File: src/rtl/sfx_sequencer.sv
// Sound-effect sequencer: turns gameplay event pulses into prioritised square-wave
// note sequences and owns the level enable of the game-over melody generator.
module sfx_sequencer #(
   parameter int unsigned FCLK     = 50000000,
   parameter int unsigned TICK_DIV = FCLK / 1000,
   parameter int unsigned GAP_MS   = 5
) (
   input  logic       clk,
   input  logic       reset_n,
   input  logic       evt_rotate,
   input  logic       evt_drop,
   input  logic [2:0] evt_clear,
   input  logic       evt_game_over,
   input  logic       game_restart,
   input  logic       mute,
   output logic       spkr_sfx,
   output logic       melody_en,
   output logic       busy,
   output logic [2:0] cur_effect
);

   localparam int unsigned ACC_W  = 32;
   localparam int unsigned DIV_W  = (TICK_DIV > 1) ? $clog2(TICK_DIV) : 1;
   localparam int unsigned MS_W   = 16;
   localparam int unsigned EFF_W  = 3;
   localparam int unsigned FREQ_W = 16;

   localparam logic [EFF_W-1:0] EFF_NONE  = 3'd0;
   localparam logic [EFF_W-1:0] EFF_ROT   = 3'd1;
   localparam logic [EFF_W-1:0] EFF_DROP  = 3'd2;
   localparam logic [EFF_W-1:0] EFF_CLEAR = 3'd3;
   localparam logic [EFF_W-1:0] EFF_OVER  = 3'd4;

   typedef enum logic [1:0] {IDLE, PLAY, GAP, OVER} state_e;

   // Note frequency in Hz for a given effect and note index.
   function automatic logic [FREQ_W-1:0] note_freq(input logic [EFF_W-1:0] eff,
                                                   input logic [2:0] idx);
      logic [FREQ_W-1:0] f;
      f = '0;
      case (eff)
         EFF_ROT:  f = 16'd880;
         EFF_DROP: f = (idx == 3'd0) ? 16'd220 : 16'd165;
         EFF_CLEAR: begin
            case (idx)
               3'd0:    f = 16'd523;
               3'd1:    f = 16'd659;
               3'd2:    f = 16'd784;
               3'd3:    f = 16'd1047;
               default: f = 16'd1319;
            endcase
         end
         default: f = '0;
      endcase
      return f;
   endfunction

   function automatic logic [MS_W-1:0] note_dur(input logic [EFF_W-1:0] eff);
      logic [MS_W-1:0] d;
      d = '0;
      case (eff)
         EFF_ROT:   d = MS_W'(30);
         EFF_DROP:  d = MS_W'(40);
         EFF_CLEAR: d = MS_W'(60);
         default:   d = '0;
      endcase
      return d;
   endfunction

   state_e             state_q, state_d;
   logic               pend_rot_q, pend_rot_d;
   logic               pend_drop_q, pend_drop_d;
   logic               pend_clr_q, pend_clr_d;
   logic [2:0]         pend_n_q, pend_n_d;
   logic [EFF_W-1:0]   eff_q, eff_d;
   logic [2:0]         note_q, note_d;
   logic [2:0]         last_q, last_d;
   logic [MS_W-1:0]    ms_q, ms_d;
   logic [ACC_W-1:0]   acc_q, acc_d;
   logic               tone_q, tone_d;
   logic [DIV_W-1:0]   div_q, div_d;
   logic               spkr_q, spkr_d;
   logic               mel_q, mel_d;
   logic               busy_q, busy_d;

   logic               tick_c;
   logic [2:0]         clr_n_c;
   logic               p_rot_c, p_drop_c, p_clr_c;
   logic [2:0]         p_n_c;
   logic [EFF_W-1:0]   best_c;

   // Free-running 1 ms tick divider.
   always_comb begin
      tick_c = (div_q == DIV_W'(TICK_DIV - 1));
      div_d  = tick_c ? '0 : div_q + DIV_W'(1);
   end

   // Pending set merged with this cycle's pulses, and the winner by priority.
   always_comb begin
      clr_n_c  = (evt_clear > 3'd4) ? 3'd4 : evt_clear;
      p_rot_c  = pend_rot_q | evt_rotate;
      p_drop_c = pend_drop_q | evt_drop;
      p_clr_c  = pend_clr_q | (evt_clear != 3'd0);
      p_n_c    = (evt_clear != 3'd0) ? clr_n_c : pend_n_q;
      if (p_clr_c)       best_c = EFF_CLEAR;
      else if (p_drop_c) best_c = EFF_DROP;
      else if (p_rot_c)  best_c = EFF_ROT;
      else               best_c = EFF_NONE;
   end

   always_comb begin
      state_d     = state_q;
      pend_rot_d  = p_rot_c;
      pend_drop_d = p_drop_c;
      pend_clr_d  = p_clr_c;
      pend_n_d    = p_n_c;
      eff_d       = eff_q;
      note_d      = note_q;
      last_d      = last_q;
      ms_d        = ms_q;
      acc_d       = acc_q;
      tone_d      = tone_q;
      mel_d       = mel_q;

      if (evt_game_over) begin
         state_d     = OVER;
         pend_rot_d  = 1'b0;
         pend_drop_d = 1'b0;
         pend_clr_d  = 1'b0;
         eff_d       = EFF_OVER;
         mel_d       = 1'b1;
      end else if (state_q == OVER) begin
         // Gameplay events are dropped entirely while the melody owns the speaker.
         pend_rot_d  = 1'b0;
         pend_drop_d = 1'b0;
         pend_clr_d  = 1'b0;
         if (game_restart) begin
            state_d = IDLE;
            eff_d   = EFF_NONE;
            mel_d   = 1'b0;
         end
      end else if (game_restart) begin
         state_d     = IDLE;
         pend_rot_d  = 1'b0;
         pend_drop_d = 1'b0;
         pend_clr_d  = 1'b0;
         eff_d       = EFF_NONE;
      end else if (best_c != EFF_NONE && (state_q == IDLE || best_c > eff_q)) begin
         state_d = PLAY;
         eff_d   = best_c;
         note_d  = 3'd0;
         ms_d    = note_dur(best_c);
         acc_d   = '0;
         tone_d  = 1'b0;
         case (best_c)
            EFF_CLEAR: begin pend_clr_d = 1'b0;  last_d = p_n_c; end
            EFF_DROP:  begin pend_drop_d = 1'b0; last_d = 3'd1;  end
            default:   begin pend_rot_d = 1'b0;  last_d = 3'd0;  end
         endcase
      end else begin
         case (state_q)
            PLAY: begin
               if (ms_q == '0) begin
                  acc_d  = '0;
                  tone_d = 1'b0;
                  if (note_q != last_q) begin
                     state_d = GAP;
                     ms_d    = MS_W'(GAP_MS);
                  end else begin
                     state_d = IDLE;
                     eff_d   = EFF_NONE;
                  end
               end else begin
                  if (tick_c) ms_d = ms_q - MS_W'(1);
                  if (acc_q >= ACC_W'(FCLK)) begin
                     acc_d  = acc_q - ACC_W'(FCLK);
                     tone_d = ~tone_q;
                  end else begin
                     acc_d = acc_q + (ACC_W'(note_freq(eff_q, note_q)) << 1);
                  end
               end
            end
            GAP: begin
               if (ms_q == '0) begin
                  state_d = PLAY;
                  note_d  = note_q + 3'd1;
                  ms_d    = note_dur(eff_q);
                  acc_d   = '0;
                  tone_d  = 1'b0;
               end else if (tick_c) begin
                  ms_d = ms_q - MS_W'(1);
               end
            end
            default: ;
         endcase
      end

      spkr_d = (state_d == PLAY) & tone_d & ~mute;
      busy_d = (state_d == PLAY) || (state_d == GAP);
   end

   always_ff @(posedge clk or negedge reset_n) begin
      if (!reset_n) begin
         state_q     <= IDLE;
         pend_rot_q  <= 1'b0;
         pend_drop_q <= 1'b0;
         pend_clr_q  <= 1'b0;
         pend_n_q    <= '0;
         eff_q       <= EFF_NONE;
         note_q      <= '0;
         last_q      <= '0;
         ms_q        <= '0;
         acc_q       <= '0;
         tone_q      <= 1'b0;
         div_q       <= '0;
         spkr_q      <= 1'b0;
         mel_q       <= 1'b0;
         busy_q      <= 1'b0;
      end else begin
         state_q     <= state_d;
         pend_rot_q  <= pend_rot_d;
         pend_drop_q <= pend_drop_d;
         pend_clr_q  <= pend_clr_d;
         pend_n_q    <= pend_n_d;
         eff_q       <= eff_d;
         note_q      <= note_d;
         last_q      <= last_d;
         ms_q        <= ms_d;
         acc_q       <= acc_d;
         tone_q      <= tone_d;
         div_q       <= div_d;
         spkr_q      <= spkr_d;
         mel_q       <= mel_d;
         busy_q      <= busy_d;
      end
   end

   assign spkr_sfx   = spkr_q;
   assign melody_en  = mel_q;
   assign busy       = busy_q;
   assign cur_effect = eff_q;

endmodule
File: config.mk
export PLATFORM = sky130hd
export DESIGN_NAME = sfx_sequencer
export DESIGN_NICKNAME = d
export VERILOG_FILES = /design/src/rtl/sfx_sequencer.sv
export SDC_FILE = /design/constraint.sdc
export NUM_CORES = 1
export LEC_CHECK = 0
export ABC_AREA = 1
export ABC_CLOCK_PERIOD_IN_PS = 6700
export BUFFER_PORTS_ARGS = -buffer_cell sky130_fd_sc_hd__buf_4
export CAP_MARGIN = 25
export CORE_UTILIZATION = 30
export CTS_CLUSTER_DIAMETER = 40
export DETAILED_ROUTE_END_ITERATION = 10
export PLACE_DENSITY = 0.5
export SLEW_MARGIN = 20
export SYNTH_ARGS = -nofsm -noshare
export SYNTH_HDL_FRONTEND = slang
export SYNTH_SLANG_ARGS = --single-unit
export TNS_END_PERCENT = 10
File: constraint.sdc
create_clock -name clk -period 6.7 [get_ports clk]
set_input_delay 0.335 -clock clk [delete_from_list [all_inputs] [get_ports clk]]
set_output_delay 0.335 -clock clk [all_outputs]
set_load 0.01 [all_outputs]
# Yosys cells after proc, flatten, opt, wreduce, memory -nomap -nowiden
# Cells that the tools add are included.
# Widths: inputs -> output; s select.
dict set report classes {
  n_addsub 5
  magnitude_cmp 3
  n_eq_ne 20
  mux 76
  n_bitwise 10
  n_reduce_logical 22
}
# cell count
set ops {}
lappend ops {{$mux 16} 13}
lappend ops {{$mux 32} 4}
lappend ops {{$pmux 32 s2} 1}
lappend ops {{$pmux 11 s4} 1}
lappend ops {{$mux 3} 13}
lappend ops {{$pmux 6 s3} 2}
lappend ops {{$pmux 11 s3} 1}
lappend ops {{$add 32x17->32} 1}
lappend ops {{$ge 32x26->1 const B} 1}
lappend ops {{$pmux 16 s2} 1}
lappend ops {{$sub 32x26->32 const B} 1}
lappend ops {{$mux 1} 26}
lappend ops {{$mux 2} 10}
lappend ops {{$add 16x1->16 const B} 1}
lappend ops {{$eq 16x16->1 const B} 1}
lappend ops {{$logic_not 16->1} 1}
lappend ops {{$sub 16x1->16 const B} 1}
lappend ops {{$reduce_and 5->1} 3}
lappend ops {{$eq 3x2->1 const B} 4}
lappend ops {{$eq 2x2->1 const B} 5}
lappend ops {{$reduce_bool 3->1} 3}
lappend ops {{$ne 4x4->1 const B} 2}
lappend ops {{$reduce_and 4->1} 2}
lappend ops {{$reduce_bool 2->1} 4}
lappend ops {{21 further kinds} 34}
dict set report word_totals {
  register_bits 85
  inputBits 10
  out_inout_bits 6
  wordCells 151
}

# Logic depth before layout (Yosys ltp)
dict set report depth {
  word_depth 16
  ltp_mapped 22
  depth_no_buf 22
}

# Worst setup path before layout
# OpenSTA, ideal clock, no wires.
dict set report synth_timing {
  path_kind {register to register}
  from {register eff_q[1], in the netlist cur_effect[1]}
  to {register acc_q[25]}
  setup_time_ns 0.119
  arrival_time_ns 2.557
  t_required_ns 6.581
  setup_slack_ns 4.024
  stages_incl_launch_ff 21
  n_path_buf 0
  synth_period_minus_slack_ns 2.676
  path_cell_list {dfrtp_1 inv_1 nor2_1 inv_1 nor2_1 o21ai_0 nand2_1 ha_1 inv_1 fa_1 nand3b_1 nand2_1 nand3_1 nand3_1 nand2_1 nand2_1 nand3_1 nor2_1 nand3_1 nand2_1 nor2_1}
}
dict set report synth_via {
  elab_chain_cells 14
  elab_cells_between_ends 22
  classes_between {add/sub: 1; order compare: 1; eq/ne: 4; mux: 12; reduce/logical: 4}
}
# item line
set synth_rtl {}
lappend synth_rtl {{from (decl)} 75} ;# logic [EFF_W-1:0] eff_q, eff_d;
lappend synth_rtl {{from (signal assigned)} 209} ;# eff_q <= EFF_NONE;
lappend synth_rtl {{from (signal assigned)} 225} ;# eff_q <= eff_d;
lappend synth_rtl {{$eq 3x2->1 / $eq 3x1->1 (equally long branches)} 41} ;# case (eff)
lappend synth_rtl {{$pmux 11 s3} 41}
lappend synth_rtl {{$mux 16} 175} ;# if (acc_q >= ACC_W'(FCLK)) begin
lappend synth_rtl {{$mux 16} 163} ;# if (ms_q == '0) begin
lappend synth_rtl {{$mux 16} 161} ;# case (state_q)
lappend synth_rtl {{$mux 16} 148} ;# end else if (best_c != EFF_NONE && (state_q == IDLE || best_c > eff_q)) begin
lappend synth_rtl {{$mux 16} 142} ;# end else if (game_restart) begin
lappend synth_rtl {{$mux 16} 132} ;# end else if (state_q == OVER) begin
lappend synth_rtl {{$mux 16} 125} ;# if (evt_game_over) begin
lappend synth_rtl {{$add 32x17->32} 179} ;# acc_d = acc_q + (ACC_W'(note_freq(eff_q, note_q)) << 1);
lappend synth_rtl {{$mux 32} 175}
lappend synth_rtl {{$mux 32} 163}
lappend synth_rtl {{$pmux 32 s2} 161}
lappend synth_rtl {{$mux 32} 148}
lappend synth_rtl {{to (signal assigned)} 213} ;# acc_q <= '0;
lappend synth_rtl {{to (signal assigned)} 229} ;# acc_q <= acc_d;
lappend synth_rtl {{to (decl)} 79} ;# logic [ACC_W-1:0] acc_q, acc_d;
# Parallel ways exist; a longest one is shown, timed or not. The select of a mux whose other input is x is not followed.
# A chain may end at the register's enable or synchronous reset.

# Worst setup path in the final report
dict set report layout_timing {
  from {register note_q[0]}
  to {register acc_q[7]}
}
dict set report layout_via {
  elab_chain_cells 15
  elab_cells_between_ends 19
  classes_between {add/sub: 1; eq/ne: 3; mux: 14; reduce/logical: 1}
}
# item line
set layout_rtl {}
lappend layout_rtl {{from (decl)} 76} ;# logic [2:0] note_q, note_d;
lappend layout_rtl {{from (signal assigned)} 226} ;# note_q <= note_d;
lappend layout_rtl {{$eq 3x2->1, or another cell as far along} 45} ;# case (idx)
lappend layout_rtl {{$pmux 11 s4 / $mux 7 (equally long branches)} {45, 43}}
lappend layout_rtl {{$pmux 11 s3 *} 41}
lappend layout_rtl {{$mux 16 *} 175}
lappend layout_rtl {{$mux 16 *} 163}
lappend layout_rtl {{$mux 16 *} 161}
lappend layout_rtl {{$mux 16 *} 148}
lappend layout_rtl {{$mux 16 *} 142}
lappend layout_rtl {{$mux 16 *} 132}
lappend layout_rtl {{$mux 16 *} 125}
lappend layout_rtl {{$add 32x17->32 *} 179}
lappend layout_rtl {{$mux 32 *} 175}
lappend layout_rtl {{$mux 32 *} 163}
lappend layout_rtl {{$pmux 32 s2 *} 161}
lappend layout_rtl {{$mux 32 *} 148}
# Every way passes the cells marked *; elsewhere a longest branch is shown, timed or not. The select of a mux whose other input is x is not followed.

==> key figures <==
Status
  – Status: finished clean

Yosys
  – Seq/Total Area, Yosys: about a third
  – Mapped cell area: 6560 um^2
  – Cells after synthesis: 970
  – Post-synth EDFFs: 0
  – Avg Cell Area, Syn: between 6 and 7 um^2
  – Primary FF master, synth: dfrtp_1
  – Count of cell types in the netlist: 49
  – Yosys Warn Count: 0
  – Ys async rst share: between 90% and 100%
  – Synth area leaders: dfrtp_1, nand2_1, nor2_1
  – Post-synth top area share: 32.1%
  – Area leader, netlist: dfrtp_1
  – Commonest cells in the netlist: nand2_1, nor2_1, inv_1, dfrtp_1, nand3_1
  – Net Count, Synth: roughly 1.0k
  – Most frequent cell after synthesis: nand2_1
  – Post-synthesis register bit count: 84

Place
  – DP Area: between 6000 and 7000 um^2
  – Post-DP HPWL: about 13 mm
  – GP Congestion: 0.831
  – IO buf count: 15

Hold path
  – Min-Delay Path Class: in2reg

Clock network
  – Clock transition at path regs: ~70 ps
  – Post-CTS Hold Buffers: 1
  – Clock latency on the worst-skew pair: ~350 ps
  – Clock H-tree levels: 3
  – Clock root buffer: clkbuf_16
  – CTS Buf Count: 9
  – CTS tree: done
  – Clk buf depth: 2
  – CTS sink count: 84
  – Number of buffers inserted by post-CTS setup repair: 0
  – Post-CTS Resized: 0

Floorplanning
  – I/O Pins: 16
  – Die H: about 150 um
  – Initial Util: 30.9%
  – Die X: roughly 150 um
  – Die area: around 22000 um^2
  – Number of placement rows: 53
  – Core area: ~21000 um^2

Drt
  – WL per Instance: between 10 and 15 um
  – Drt drc: 0
  – Routed WL: approximately 17 mm
  – Vias: 6007
  – Initial DRC count: 354
  – Vias per cell: 4.77
  – Post-route ant nets: 0
  – DRT Pass-1 Iters: 5

Global routing
  – Vias in the first global route: 5789
  – Initial antenna violation count: 0
  – Global-route wire length before repair: approximately 29 mm
  – Total congestion overflow: 0
  – Largest net degree at the start of global routing: between 50 and 60
  – Gr usage total: about 16%

Cells and area
  – Layout cells sized above 1: between 8 and 9%
  – Area of the multi-input gates: around 3800 um^2
  – Fill cells: roughly 2.3k
  – FF/Latch Area: 2100 um^2
  – Area growth syn-to-layout: 10.1%
  – Final nets: 1017
  – Final Cell Area: roughly 7200 um^2
  – Ant. Diodes: 0

Setup path
  – Reg-to-Reg End: acc_q[7]$_DFFE_PN0P_
  – Reg2reg setup slack: roughly 3600 ps
  – Worst R2R Path Depth: 16
  – Critical Path Start: note_q[0]$_DFFE_PN0P_
  – Worst setup path end: acc_q[7]$_DFFE_PN0P_
  – Arrival time worst endpoint: about 3300 ps
  – Worst Path Required: between 6000 and 7000 ps
  – R2r startpoint: note_q[0]$_DFFE_PN0P_
  – Setup crit end kind: flop
  – Crit Path Category: reg2reg
  – Startpoint Class: flop
  – Maximum fanout along the worst path: 6

STA
  – RSZ-0062 raised after global routing: no
  – Tcrit/Tclk final: 45.8%
  – Final hold vios: 0
  – Max Slew Vio Count: 0
  – Worst rel slew slack: about 54%
  – Tightest Pin Transition: about 690 ps
  – Crit path time final: around 3100 ps
  – # setup viols final: 0
  – Setup TNS: 0 ps
  – Hold_ws: 182 ps
  – Clock Skew: approximately 7 ps
  – Fmax achieved: between 300 and 400 MHz

Power
  – Power density cells: 326 nW/um^2
  – Pleak: roughly 3.6 nW
  – Peak VDD IR: 0.119 mV
  – Power consumption: about 0.0024 W

Run
  – Max cap viols: 0
[worst min path at each step]
stage,start,endpoint,cells after the start
after floorplan,reset_n,acc_q[10]$_DFFE_PN0P_,0
after global placement,reset_n,ms_q[9]$_DFFE_PN0P_,1
after detailed placement,reset_n,ms_q[9]$_DFFE_PN0P_,1
after CTS,evt_clear[2],pend_n_q[0]$_DFF_PN0_,2
after global routing,evt_clear[2],pend_n_q[0]$_DFF_PN0_,2
final,evt_clear[2],pend_n_q[0]$_DFF_PN0_,2
[kinds of logic after synthesis]
| family | synth area share, % |
|---|---|
| flip-flops | 32.1 |
| adder cells (fa/ha/maj) | 5.27 |
| AO/OA/AOI/OAI | 10.7 |
| buffers and inverters | 9.88 |
| XOR/XNOR | 3.61 |
| AND/OR/NAND/NOR | 38.5 |
[registers in the layout, summed over array words and instances (netlist names)]
name / cells
pend_drop_q: 1
last_q: 3
tone_q: 1
melody_en: 1
pend_rot_q: 1
pend_clr_q: 1
state_q: 2
div_q: 16
acc_q: 31
pend_n_q: 3
cur_effect: 3
busy: 1
note_q: 3
ms_q: 16
spkr_sfx: 1
[stage by stage]
stage | setup slack, ps | std cells | util, %
floorplan | 4020 | 970 | -
global placement | 3620 | 1243 | 32.4
detailed placement | 3630 | 1243 | 32.4
CTS | 3590 | 1260 | 34.0
global route | 3190 | 1260 | 34.0
finish | 3630 | 1260 | 34.0
[critical path, stage by stage, from the launching register on]
cell and delay [ps]:
dfrtp_1 460, ha_1 230, ha_1 170, inv_1 80, nand2_1 50, o21ai_0 370, nand2_1 100, ha_1 210
inv_1 70, fa_1 200, nand3b_1 120, nand2_1 150, a21oi_1 290, xor2_1 220, a21oi_1 80, o21ai_0 90
o21ai_1 70
[layout by cell type, fill, tap and decap left out, types with 20 or more instances in the layout]
cell and instances:
o21ai_0 38, ha_1 26, inv_1 123, dfrtp_1 84, xor2_1 20, nand4_1 26
a21oi_1 34, nand3_1 67, nor2_1 126, nand2_1 268, o21ai_1 24
[routing by layer]
layer | vias up | part of all wire [%] | routed length (um) | global-route usage (%)
met5 | - | 0 | 0 | 0
met1 | 2749 | 52 | 8700 | 23.1
met4 | 0 | 1.2 | 205 | 4.65
li1 | 3149 | - | - | -
met2 | 92 | 43 | 7270 | 25.1
met3 | 17 | 3.2 | 532 | 2.20
[where the power goes]
part	leakage, nW	internal [W]	switching [W]
clock	0.160	0.000341	0.000234
sequential	1.10	0.000618	0.000150
combinational	2.33	0.000335	0.000679
total	3.58	0.00129	0.00106
[final cells by class]
cell class	count	share of cell area [%]
inverter	132	6.93
timing repair buffer	17	1.80
multi-input combinational	736	52.8
sequential	84	29.1
tap	275	4.77
clock inverter	6	1.30
clock buffer	10	3.31
(Power assumes the default switching activity.)
